`config.mk`:
```
export PLATFORM = sky130hd
export DESIGN_NAME = ram_loader_flat
export DESIGN_NICKNAME = d
export VERILOG_FILES = /design/src/rtl/sap1_pkg.sv /design/src/rtl/ram_loader_if.sv /design/src/rtl/ram_loader.sv /design/src/flat_wrapper.sv
export SDC_FILE = /design/constraint.sdc
export NUM_CORES = 1
export LEC_CHECK = 0
export CAP_MARGIN = 20
export CELL_PAD_IN_SITES_DETAIL_PLACEMENT = 0
export CELL_PAD_IN_SITES_GLOBAL_PLACEMENT = 1
export CORE_MARGIN = 2
export CORE_UTILIZATION = 35
export DETAILED_ROUTE_END_ITERATION = 10
export PLACE_DENSITY = 0.77
export SYNTH_ARGS = -nofsm -noshare
export SYNTH_HDL_FRONTEND = slang
export SYNTH_SLANG_ARGS = --single-unit
```
`constraint.sdc`:
```
create_clock -name clk -period 2.3 [get_ports clk]
set_clock_uncertainty 0.1 [all_clocks]
set_input_delay 0.46 -clock clk [delete_from_list [all_inputs] [get_ports clk]]
set_output_delay 0.46 -clock clk [all_outputs]
set_load 0.01 [all_outputs]
```
`src/rtl/sap1_pkg.sv`:
```
// rtl/sap1_pkg.sv - shared SAP-1 constants and loader state encodings
//
// Purpose: width constants used across the SAP-1 slice plus the ram_loader
//          FSM state type and a small state-decoding helper.
// Ports:   none (package).
package sap1_pkg;

  localparam int SAP1_WIDTH      = 8;
  localparam int SAP1_RAM_DEPTH  = 16;
  localparam int SAP1_ADDR_WIDTH = $clog2(SAP1_RAM_DEPTH);

  typedef enum logic [2:0] {
    ST_IDLE   = 3'd0,
    ST_LOAD   = 3'd1,
    ST_CHECK  = 3'd2,
    ST_VERIFY = 3'd3,
    ST_DONE   = 3'd4
  } loader_state_t;

  // A session is in progress from the first LOAD cycle until DONE.
  function automatic logic loader_is_busy(input loader_state_t s);
    return (s == ST_LOAD) || (s == ST_CHECK) || (s == ST_VERIFY);
  endfunction

endpackage

```
`src/rtl/ram_loader_if.sv`:
```
// rtl/ram_loader_if.sv - stream, RAM and status signals of ram_loader
//
// Purpose: bundles the upstream word stream, the RAM write/read port and the
//          session status of ram_loader.
// Modports:
//   slave  - the loader: takes i_start/i_valid/i_data/i_ram_data, drives
//            o_ready, o_address, o_load_enable, o_load_data, o_busy,
//            o_done, o_error.
//   master - the environment side (upstream source, RAM, controller).
interface ram_loader_if #(
  parameter int WIDTH      = 8,
  parameter int ADDR_WIDTH = 4
);

  logic                  i_start;
  logic                  i_valid;
  logic [WIDTH-1:0]      i_data;
  logic                  o_ready;
  logic [ADDR_WIDTH-1:0] o_address;
  logic                  o_load_enable;
  logic [WIDTH-1:0]      o_load_data;
  logic [WIDTH-1:0]      i_ram_data;
  logic                  o_busy;
  logic                  o_done;
  logic                  o_error;

  modport slave (
    input  i_start, i_valid, i_data, i_ram_data,
    output o_ready, o_address, o_load_enable, o_load_data,
           o_busy, o_done, o_error
  );

  modport master (
    output i_start, i_valid, i_data, i_ram_data,
    input  o_ready, o_address, o_load_enable, o_load_data,
           o_busy, o_done, o_error
  );

endinterface

```
`src/rtl/ram_loader.sv`:
```
// rtl/ram_loader.sv - streams an image into RAM, then verifies its checksum
//
// Purpose: a session (i_start) writes RAM_DEPTH upstream words to RAM at
//          addresses 0..RAM_DEPTH-1, takes one more word as the expected
//          checksum, reads the RAM back summing modulo 2^WIDTH and reports
//          o_error when the sum differs from the checksum.
// Ports:
//   clk     - rising-edge clock
//   rst_n   - asynchronous active-low reset
//   clk_en  - global step enable; no state changes while low
//   bus     - ram_loader_if.slave: i_start, i_valid/i_data/o_ready stream,
//             o_address/o_load_enable/o_load_data/i_ram_data RAM port,
//             o_busy/o_done/o_error status
import sap1_pkg::*;

module ram_loader #(
  parameter int RAM_DEPTH = SAP1_RAM_DEPTH,
  parameter int WIDTH     = SAP1_WIDTH
) (
  input  logic         clk,
  input  logic         rst_n,
  input  logic         clk_en,
  ram_loader_if.slave  bus
);

  localparam int ADDR_WIDTH = $clog2(RAM_DEPTH);
  localparam logic [ADDR_WIDTH-1:0] LAST_ADDR = ADDR_WIDTH'(RAM_DEPTH - 1);

  loader_state_t         state, state_d;
  logic [ADDR_WIDTH-1:0] cnt, cnt_d;
  logic [WIDTH-1:0]      sum, sum_d;
  logic [WIDTH-1:0]      expected, expected_d;
  logic                  err, err_d;

  logic                  ready;
  logic                  xfer;
  logic                  last;
  logic [ADDR_WIDTH-1:0] cnt_inc;

  assign ready   = (state == ST_LOAD) || (state == ST_CHECK);
  // clk_en qualification is applied at the register update.
  assign xfer    = bus.i_valid && ready;
  assign last    = (cnt == LAST_ADDR);
  // Explicit wrap keeps the counter correct for non-power-of-two depths.
  assign cnt_inc = last ? '0 : cnt + ADDR_WIDTH'(1);

  always_ff @(posedge clk or negedge rst_n) begin
    if (!rst_n) begin
      state <= ST_IDLE;
    end else if (clk_en) begin
      state <= state_d;
    end
  end

  always_ff @(posedge clk or negedge rst_n) begin
    if (!rst_n) begin
      cnt      <= '0;
      sum      <= '0;
      expected <= '0;
      err      <= 1'b0;
    end else if (clk_en) begin
      cnt      <= cnt_d;
      sum      <= sum_d;
      expected <= expected_d;
      err      <= err_d;
    end
  end

  always_comb begin
    state_d    = state;
    cnt_d      = cnt;
    sum_d      = sum;
    expected_d = expected;
    err_d      = err;
    case (state)
      ST_IDLE, ST_DONE: begin
        if (bus.i_start) begin
          state_d = ST_LOAD;
          cnt_d   = '0;
          sum_d   = '0;
          err_d   = 1'b0;
        end
      end
      ST_LOAD: begin
        if (xfer) begin
          sum_d = sum + bus.i_data;
          cnt_d = cnt_inc;
          if (last) begin
            state_d = ST_CHECK;
          end
        end
      end
      ST_CHECK: begin
        if (xfer) begin
          expected_d = bus.i_data;
          sum_d      = '0;
          state_d    = ST_VERIFY;
        end
      end
      ST_VERIFY: begin
        // One RAM word per enabled cycle; the read is combinational at cnt.
        sum_d = sum + bus.i_ram_data;
        cnt_d = cnt_inc;
        if (last) begin
          state_d = ST_DONE;
          err_d   = (sum_d != expected);
        end
      end
      default: begin
        state_d = ST_IDLE;
      end
    endcase
  end

  // Write request is not gated by clk_en: the RAM qualifies it itself, so the
  // write lands on the very edge that accepts the word.
  assign bus.o_ready       = ready;
  assign bus.o_address     = cnt;
  assign bus.o_load_enable = (state == ST_LOAD) && bus.i_valid;
  assign bus.o_load_data   = (state == ST_LOAD) ? bus.i_data : '0;
  assign bus.o_busy        = loader_is_busy(state);
  assign bus.o_done        = (state == ST_DONE);
  assign bus.o_error       = err;

endmodule

```
`src/flat_wrapper.sv`:
```
// flat-port wrapper written by rule: the top's interface ports become plain ports
module ram_loader_flat import sap1_pkg::*;
#(
  parameter int RAM_DEPTH = SAP1_RAM_DEPTH,
  parameter int WIDTH     = SAP1_WIDTH
)
  (clk, rst_n, clk_en, bus_i_start, bus_i_valid, bus_i_data, bus_i_ram_data, bus_o_ready, bus_o_address, bus_o_load_enable, bus_o_load_data, bus_o_busy, bus_o_done, bus_o_error);
  ram_loader_if #(.WIDTH(WIDTH), .ADDR_WIDTH((4))) bus_i ();
  input  logic clk;
  input  logic rst_n;
  input  logic clk_en;
  input wire logic [$bits(bus_i.i_start)-1:0] bus_i_start;
  input wire logic [$bits(bus_i.i_valid)-1:0] bus_i_valid;
  input wire logic [$bits(bus_i.i_data)-1:0] bus_i_data;
  input wire logic [$bits(bus_i.i_ram_data)-1:0] bus_i_ram_data;
  output wire logic [$bits(bus_i.o_ready)-1:0] bus_o_ready;
  output wire logic [$bits(bus_i.o_address)-1:0] bus_o_address;
  output wire logic [$bits(bus_i.o_load_enable)-1:0] bus_o_load_enable;
  output wire logic [$bits(bus_i.o_load_data)-1:0] bus_o_load_data;
  output wire logic [$bits(bus_i.o_busy)-1:0] bus_o_busy;
  output wire logic [$bits(bus_i.o_done)-1:0] bus_o_done;
  output wire logic [$bits(bus_i.o_error)-1:0] bus_o_error;
  assign bus_i.i_start = bus_i_start;
  assign bus_i.i_valid = bus_i_valid;
  assign bus_i.i_data = bus_i_data;
  assign bus_i.i_ram_data = bus_i_ram_data;
  assign bus_o_ready = bus_i.o_ready;
  assign bus_o_address = bus_i.o_address;
  assign bus_o_load_enable = bus_i.o_load_enable;
  assign bus_o_load_data = bus_i.o_load_data;
  assign bus_o_busy = bus_i.o_busy;
  assign bus_o_done = bus_i.o_done;
  assign bus_o_error = bus_i.o_error;
  ram_loader #(.RAM_DEPTH(RAM_DEPTH), .WIDTH(WIDTH)) u_core (.clk(clk), .rst_n(rst_n), .clk_en(clk_en), .bus(bus_i));
endmodule
```
==> metrics.sh, run 1 <==
DRT_DRC_VIOLATIONS_LEFT=0
POWER_SWITCHING_SHARE_PCT=40.9
AREAGROWTHSYNTHTOFINISH_PCT=50.9
SYNTH_TOP_AREA_CELL='dfrtp_1'
TIMING.CRITICAL_PATH.TO_TYPE='register'
ANT_NETS=0
CELL_INTERNAL_PWR_W=0.00222
POSTSYNTHCELLCOUNT=223
WORST_PATH_MAX_DELAY_CELL='fa_2'
WORSTPATHARRIVAL_NS=2.40
DETAILEDROUTE.FIRSTITERATIONVIOLATIONS=74
SYNTH_ASYNC_SR_FLOP_SHARE_PCT=100
POWER_SWITCHING_W=0.00154
POSTPLACECELLAREA_MM2=0.00282
CP-ENDPOINT='u_core.bus.o_error$_DFFE_PN0P_'
DP_HPWL_UM=4360
FMAX_MHz=431
HOLD_SLACK_NS=0.360
FINALWEIGHTEDCONGESTION=0.817
ROWS=27
GRT_ANTENNA_BEFORE_REPAIR=0
ROOT_BUFFER='clkbuf_8'
CTS_MAX_LEVEL=1
GRT_FIRST_PASS_WIRELENGTH_UM=9490
CLOCK_SINKS=24
ANTENNA-DIODE-COUNT=0
DETAILROUTE.VIA_COUNT=2030
MAX-SLEW-MARGIN-REL_PCT=73.5
POST-ROUTE-WORST-SETUP-SLACK_NS=-0.0202
ROUTE.DETAILED.VIAS_PER_INST=5.33
POSTSYNTHNETCOUNT=261
REPORT.POWER.TOTAL_W=0.00376
PRE_CTS_SLACK_NS=-0.571
CRITICAL_PATH.STARTPOINT='bus_i_ram_data[0]'
RSZ0062_AT_GRT='yes'
CRITICAL_PATH.STARTPOINT_TYPE='input port'
FLOORPLAN.DIE.HEIGHT_UM=80.1
IOS=38
MAPPEDNETLISTAREA_MM2=0.00203
HOLD_FIX_BUFFERS_CTS=0
TRITONCTS='built'
CRITPATHREQUIREDTIME_NS=2.38
DIE_AREA_MM2=0.00642
FAILING_CHECKS='setup timing'
MAX-CLOCK-PATH-BUFFERS=2
YOSYS_REGISTER_BITS=24
POST_ROUTE_CELLS_DRIVE_ABOVE_1_SHARE_PCT=29.1
GRT_USE_TOTAL_PCT=19.0
VIAS_IN_THE_FIRST_GLOBAL_ROUTE=2025
NUMCTSBUFFERS=3
ROUTE.FINAL.WIRE_LENGTH_UM=5760
R2R.WORST_PATH.CELLS=9
PATH_CELLS='dlygate4sd2_1 -> ha_2 -> inv_2 -> fa_2 -> xnor2_2 -> nor2_1 -> o311ai_1 -> nor4_1 -> nand4_1 -> o31a_1'
SYNTH_TOP_CELLS_BY_AREA='dfrtp_1 30%, ha_1 9.2%, xnor2_1 5.6%, mux2_1 4.4%, nand2_1 3.5%'
POST-ROUTE-PERIOD-UTIL_PCT=101
TIMING.RR.END='u_core.bus.o_error$_DFFE_PN0P_'
R2R_SLACK_NS=-0.01
PLACEABLECOREAREA_MM2=0.00554
WORST_HOLD_PATH_TYPE='in2reg'
OUTCOME='finished, violations left'
HOLD_VIOL=0
YOSYSWARNINGCOUNT=0
PEAKVDDDROP_V=0.000584
CRITICALPATHCATEGORY='in2reg'
NUMPORTBUFFERS=37
WORST_R2R_STARTPOINT='u_core.sum[0]$_DFFE_PN0P_'
INITIAL_STANDARD_CELL_UTILIZATION_OF_THE_CORE_PCT=36.6
FIN_AREA_MM2=0.00306
GRT_MAX_DEGREE=25
SYNTHDISTINCTLIBCELLS=54
FINAL.MIN_CLOCK_PERIOD_NS=2.32
SYNTH_LARGEST_TYPE_AREA_FRACTION_PCT=29.6
MAXCAPVIOLATIONS=0
CLOCK_INSERTION_DELAY_WORST_SKEW_NS=0.28
GRT_OVERFLOW_TOTAL=0
MAX_STAGE_DELAY_NS=0.45
POWERDENSITY_mW_PER_MM2=1230
SLEW_VIOL_FINAL=0
SYNTH-EDFF-COUNT=0
PATH_CLK_SLEW_NS=0.10
NNETSFINAL=348
SYNTH_FF_TYPE='dfrtp_1'
STANDBY_LEAKAGE_POWER_nW=1.43
PWR-SHARE-SEQ_PCT=22.5
SYN_AREA_PER_CELL_UM2=9.10
POWER.SHARE.COMBINATIONAL_PCT=67.0
FIRST_PASS_ITERS=6
CRIT_FANOUT=2
WORST_SLEW_PIN_SLEW_NS=0.391
FP.DIEW_UM=80.1
SETUP_VIOL_COUNT_FINAL=1
YS_SEQ_AREA_SHARE_PCT=29.6
DETAIL_ROUTE.WL_PER_CELL_UM=15.1
CLKPWRFRAC_PCT=10.5
==> placed cells by master (no fill, tap or decap), types with 3 or more instances in the layout <==
cell / synthesis / layout
ha_1: 15 / 8
o31a_1: 3 / 3
o21ai_1: 9 / 11
mux2_1: 8 / 8
xnor2_2: 0 / 3
inv_1: 9 / 8
nand2_1: 19 / 19
a21oi_1: 6 / 5
dfrtp_2: 0 / 3
o31ai_1: 3 / 3
nor2b_1: 4 / 4
dlygate4sd2_1: 0 / 13
nor2_1: 13 / 11
a21o_1: 3 / 3
ha_2: 0 / 4
xor2_1: 5 / 5
clkdlybuf4s50_1: 0 / 19
o21a_1: 5 / 5
and2_1: 9 / 9
dlymetal6s2s_1: 0 / 5
nor3_1: 10 / 9
xnor2_1: 13 / 10
clkbuf_8: 0 / 3
dfrtp_1: 24 / 21
mux2i_1: 3 / 3
a22o_1: 5 / 5
ha_4: 0 / 3
o21ai_0: 8 / 6
nand3_1: 4 / 4
buf_4: 0 / 52
==> power by group through the flow <==
| stage | clock network, W | logic [W] | registers (W) |
|---|---|---|---|
| 3_3_place_gp | 0 | 0.00225 | 0.000821 |
| 2_1_floorplan | 0 | 0.00144 | 0.000753 |
| 3_5_place_dp | 0 | 0.00229 | 0.000828 |
| 4_1_cts | 0.000400 | 0.00244 | 0.000831 |
| 5_1_grt | 0.000422 | 0.00277 | 0.000872 |
| 6_report | 0.000395 | 0.00252 | 0.000844 |
==> layer usage <==
layer | vias up | wire (um) | global-route usage [%]
met5 | - | 0 | 0
met4 | 0 | 61 | 5.42
met3 | 6 | 243 | 2.92
met2 | 59 | 2870 | 32.8
met1 | 981 | 2590 | 24.4
li1 | 984 | - | -
==> sequential cells by signal, indices dropped and copies added (netlist names) <==
name and flops:
u_core.state 3, u_core.bus.o_address 4, u_core.sum 8, u_core.expected 8, u_core.bus.o_error 1
==> final cells by class <==
class / instances / area (um2)
fill: 530 / 2480
clock inverter: 1 / 30.0
tap: 72 / 90.1
clock buffer: 3 / 41.3
timing repair buffer: 91 / 797
inverter: 9 / 33.8
multi-input combinational: 181 / 1470
sequential: 24 / 604
==> synth_stat cells (all sizes together), types with 6 or more instances <==
library cell / n
dfrtp: 24
nand2: 19
o21ai: 17
ha: 15
nor2: 14
xnor2: 13
nor3: 11
mux2: 10
and2: 9
inv: 9
a21oi: 6
buf: 6
==> kinds of logic after synthesis <==
| logic type | Yosys count | synth area share (%) |
|---|---|---|
| and+or+nand+nor | 75 | 20.0 |
| muxes | 13 | 7.03 |
| AOI/OAI and AO/OA | 58 | 20.1 |
| DFF | 24 | 29.6 |
| xor gates and xnor gates | 18 | 7.77 |
| buffers and inverters | 18 | 4.25 |
| adders and majority gates | 17 | 11.2 |
==> repair_timing <==
item,CTS,global route
buffers inserted,6,2
pin swaps,19,17
endpoints found under the setup margin,14,7
gates cloned,0,0
resized for setup,30,17
==> how the worst min path moves through the flow <==
stage                                              start  depth (start not counted)  slack, ns                             endpoint
after global routing                       bus_i_data[3]                          2       0.39       u_core.expected[3]$_DFFE_PN0P_
after global placement    u_core.expected[7]$_DFFE_PN0P_                          1       0.39       u_core.expected[7]$_DFFE_PN0P_
after CTS                 u_core.expected[7]$_DFFE_PN0P_                          1       0.43       u_core.expected[7]$_DFFE_PN0P_
after floorplan                                    rst_n                          0       0.06  u_core.bus.o_address[0]$_DFFE_PN0P_
after detailed placement  u_core.expected[7]$_DFFE_PN0P_                          1       0.41       u_core.expected[7]$_DFFE_PN0P_
final                                      bus_i_data[3]                          2       0.36       u_core.expected[3]$_DFFE_PN0P_
==> per-stage QoR <==
step                setup TNS, ns  util [%]  cells
floorplan                       0         -    223
global placement            -2.00      50.8    369
detailed placement          -2.11      50.8    369
CTS                       -0.0624      53.9    379
global route               -0.199      55.3    381
finish                    -0.0202      55.3    381
==> critical path, delay by kind of cell <==
kind | cells | cell delay [ns]
simple gates | 3 | 0.51
compound gates | 2 | 0.36
xor+xnor | 1 | 0.15
buf+inv | 2 | 0.28
fa+ha+maj | 2 | 0.64
Note: power is estimated with default switching activity, not from simulation.
==> inputs of run 2 (changes only) <==
--- a/config.mk
+++ b/config.mk
@@ -9,9 +9,9 @@
 export CELL_PAD_IN_SITES_DETAIL_PLACEMENT = 0
 export CELL_PAD_IN_SITES_GLOBAL_PLACEMENT = 1
 export CORE_MARGIN = 2
-export CORE_UTILIZATION = 35
+export CORE_UTILIZATION = 30
 export DETAILED_ROUTE_END_ITERATION = 10
-export PLACE_DENSITY = 0.77
+export PLACE_DENSITY = 0.68
 export SYNTH_ARGS = -nofsm -noshare
 export SYNTH_HDL_FRONTEND = slang
 export SYNTH_SLANG_ARGS = --single-unit
==> run 2 against run 1 <==
  * The flow still finishes with violations (setup timing)
  * Count of clock-buffer cells in the layout increased by 1
  * First-iteration DRC count up 34%
  * Die area increased by 16%
  * Wire length increased by 0.80%
  * Sequential power is 2% lower
  * Highest routed layer unchanged
==> metrics.sh, run 2 (synthesis gave the netlist of run 1 again) <==
TIMING.CRITICAL_PATH.TO_TYPE='register'  # unchanged
TRITONCTS='built'  # unchanged
WORST-PATH-BUF-INV=1  # was 2
FINALWEIGHTEDCONGESTION=0.862  # was 0.817
FAILING_CHECKS='setup timing'  # unchanged
DRT_DRC_VIOLATIONS_LEFT=0  # unchanged
HOLD_SLACK_NS=0.395  # was 0.360 ns
CTS_MAX_LEVEL=1  # unchanged
CLOCK_SINKS=24  # unchanged
ROUTE.DETAILED.VIAS_PER_INST=5.07  # was 5.33
POST-ROUTE-WORST-SETUP-SLACK_NS=-0.0405  # was -0.0202 ns
NNETSFINAL=345  # was 348
DP_CELLS=370  # was 369
GRT_USE_TOTAL_PCT=16.4  # was 19.0%
GRT_OVERFLOW_TOTAL=0  # unchanged
MAX_STAGE_DELAY_NS=0.54  # was 0.45 ns
PATH_CELLS='clkdlybuf4s50_1 -> ha_1 -> or4_4 -> o22ai_2 -> xnor2_2 -> xor2_1 -> o31a_1'  # was dlygate4sd2_1 -> ha_2 -> inv_2 -> fa_2 -> xnor2_2 -> nor2_1 -> o311ai_1 -> nor4_1 -> nand4_1 -> o31a_1
DETAILROUTE.VIA_COUNT=1943  # was 2,030
WORST_R2R_STARTPOINT='u_core.sum[0]$_DFFE_PN0P_'  # unchanged
DIE_AREA_MM2=0.00744  # was 0.00642 mm2
MAXCAPVIOLATIONS=0  # unchanged
PRE_CTS_SLACK_NS=-0.618  # was -0.571 ns
WORSTPATHARRIVAL_NS=2.41  # was 2.40 ns
INITIAL_STANDARD_CELL_UTILIZATION_OF_THE_CORE_PCT=31.4  # was 36.6%
PLACEABLECOREAREA_MM2=0.00646  # was 0.00554 mm2
MAX-SLEW-MARGIN-REL_PCT=67.1  # was 73.5%
SETUP_VIOL_COUNT_FINAL=1  # unchanged
MAX-CLOCK-PATH-BUFFERS=2  # unchanged
HOLD-PATH-CELL-COUNT=2  # unchanged
DETAIL_ROUTE.WL_PER_CELL_UM=15.2  # was 15.1 um
TIMING.RR.END='u_core.bus.o_error$_DFFE_PN0P_'  # unchanged
FLOORPLAN.DIE.HEIGHT_UM=86.3  # was 80.1 um
POWERDENSITY_mW_PER_MM2=1200  # was 1230 mW/mm2
AREAGROWTHSYNTHTOFINISH_PCT=51.9  # was 50.9%
SLEW_VIOL_FINAL=0  # unchanged
DP_HPWL_UM=4420  # was 4360 um
IOS=38  # unchanged
PEAKVDDDROP_V=0.000617  # was 0.000584 V
FINAL_CELLS=383  # was 381
CRITPATHREQUIREDTIME_NS=2.37  # was 2.38 ns
ANT_NETS=0  # unchanged
TIMING.HOLD.WORST.START='bus_i_data[3]'  # unchanged
GRT_ANTENNA_BEFORE_REPAIR=0  # unchanged
FINAL_CELL_MIX='49 x buf_4, 21 x dfrtp_1, 20 x clkdlybuf4s50_1'  # was 52 x buf_4, 21 x dfrtp_1, 19 x nand2_1, 19 x clkdlybuf4s50_1, 13 x dlygate4sd2_1
HOLD_VIOL=0  # unchanged
WORST_SLEW_PIN_SLEW_NS=0.487  # was 0.391 ns
PATH_CLK_SLEW_NS=0.09  # was 0.10 ns
GRT_FIRST_PASS_WIRELENGTH_UM=9650  # was 9490 um
ROWS=29  # was 27
OUTCOME='finished, violations left'  # unchanged
GRT_MAX_DEGREE=25  # unchanged
ROUTE.FINAL.WIRE_LENGTH_UM=5810  # was 5760 um
FINAL.MIN_CLOCK_PERIOD_NS=2.34  # was 2.32 ns
R2R.WORST_PATH.CELLS=9  # unchanged
CRIT_FANOUT=2  # unchanged
FINAL_UTIL_PCT=47.7  # was 55.3%
WORST_HOLD_PATH_TYPE='in2reg'  # unchanged
NUMCTSBUFFERS=3  # unchanged
CRIT_FAMILY='simple AND/OR/NAND/NOR gates'  # was adder cells
REPORT.POWER.TOTAL_W=0.00371  # was 0.00376 W
CRITICAL_PATH.STARTPOINT_TYPE='input port'  # unchanged
DETAILEDROUTE.FIRSTITERATIONVIOLATIONS=99  # was 74
ROOT_BUFFER='clkbuf_8'  # unchanged
CLOCK_INSERTION_DELAY_WORST_SKEW_NS=0.27  # was 0.28 ns
NUMPORTBUFFERS=37  # unchanged
VIAS_IN_THE_FIRST_GLOBAL_ROUTE=1952  # was 2,025
LAYOUT_COMMONEST_CELL='buf_4'  # unchanged
WHS_ENDPOINT='u_core.expected[3]$_DFFE_PN0P_'  # unchanged
FIRST_PASS_ITERS=4  # was 6
POST_ROUTE_CELLS_DRIVE_ABOVE_1_SHARE_PCT=29.7  # was 29.1%
CRITICALPATHCATEGORY='in2reg'  # unchanged
ANTENNA-DIODE-COUNT=0  # unchanged
FMAX_MHz=427  # was 431 MHz
RSZ0062_AT_GRT='yes'  # unchanged
STANDBY_LEAKAGE_POWER_nW=1.49  # was 1.43 nW
R2R_SLACK_NS=0.04  # was -0.01 ns
WORST_PATH_MAX_DELAY_CELL='or4_4'  # was fa_2
POST-ROUTE-PERIOD-UTIL_PCT=102  # was 101%
FP.DIEW_UM=86.3  # was 80.1 um
run 2: metal layers:
metal,wire [um],vias up,GRT usage (%),share of wire [%]
li1,-,978,-,-
met2,2930,40,28.9,50
met4,19,0,2.41,0.33
met1,2640,923,21.6,45
met3,223,2,2.48,3.8
met5,0,-,0,0
run 2: how the worst max path moves through the flow:
stage | depth (start not counted) | endpoint | slack (ns) | start
floorplan | 9 | u_core.bus.o_error$_DFFE_PN0P_ | 0.02 | bus_i_ram_data[0]
global placement | 10 | u_core.bus.o_error$_DFFE_PN0P_ | -0.56 | bus_i_ram_data[0]
detailed placement | 10 | u_core.bus.o_error$_DFFE_PN0P_ | -0.62 | bus_i_ram_data[0]
CTS | 4 | bus_o_load_data[0] | -0.12 | u_core.state[1]$_DFFE_PN0P_
global route | 7 | u_core.bus.o_error$_DFFE_PN0P_ | -0.12 | bus_i_ram_data[6]
finish | 7 | u_core.bus.o_error$_DFFE_PN0P_ | -0.04 | bus_i_ram_data[6]
run 2: report_power, final:
group / leakage [nW] / internal [W] / switching (W) / total [W]
Combinational: 1.16 / 0.00140 / 0.00118 / 0.00258
Sequential: 0.300 / 0.000608 / 0.000219 / 0.000827
Clock: 0.0288 / 0.000153 / 0.000149 / 0.000303
Total: 1.49 / 0.00216 / 0.00155 / 0.00371
run 2: cell type report:
| cell class | count | area (um2) |
|---|---|---|
| Inverter | 9 | 33.8 |
| Sequential cell | 24 | 604 |
| Fill cell | 653 | 3380 |
| Clock buffer | 4 | 55.1 |
| Tap cell | 77 | 96.3 |
| Timing Repair Buffer | 88 | 800 |
| Multi-Input combinational cell | 181 | 1490 |
run 2: stage by stage:
step	TNS (ns)	area (um2)
floorplan	0	2040
global placement	-2.18	2790
detailed placement	-2.35	2790
CTS	-0.883	2880
global route	-0.125	3080
finish	-0.0405	3080
run 2: worst reg2reg max path, delay by kind of cell (launching register included):
family / cells / cell delay (ns)
fa+ha+maj: 2 / 0.53
xor+xnor: 2 / 0.38
simple gates: 2 / 0.34
compound gates: 2 / 0.38
flops: 1 / 0.40
buf+inv: 1 / 0.03
run 2: repair_timing:
item,in CTS,in global routing
setup buffers,1,8
resized for setup,16,33
endpoints found under the setup margin,14,15
pin swaps,9,18
hold buffers,0,0
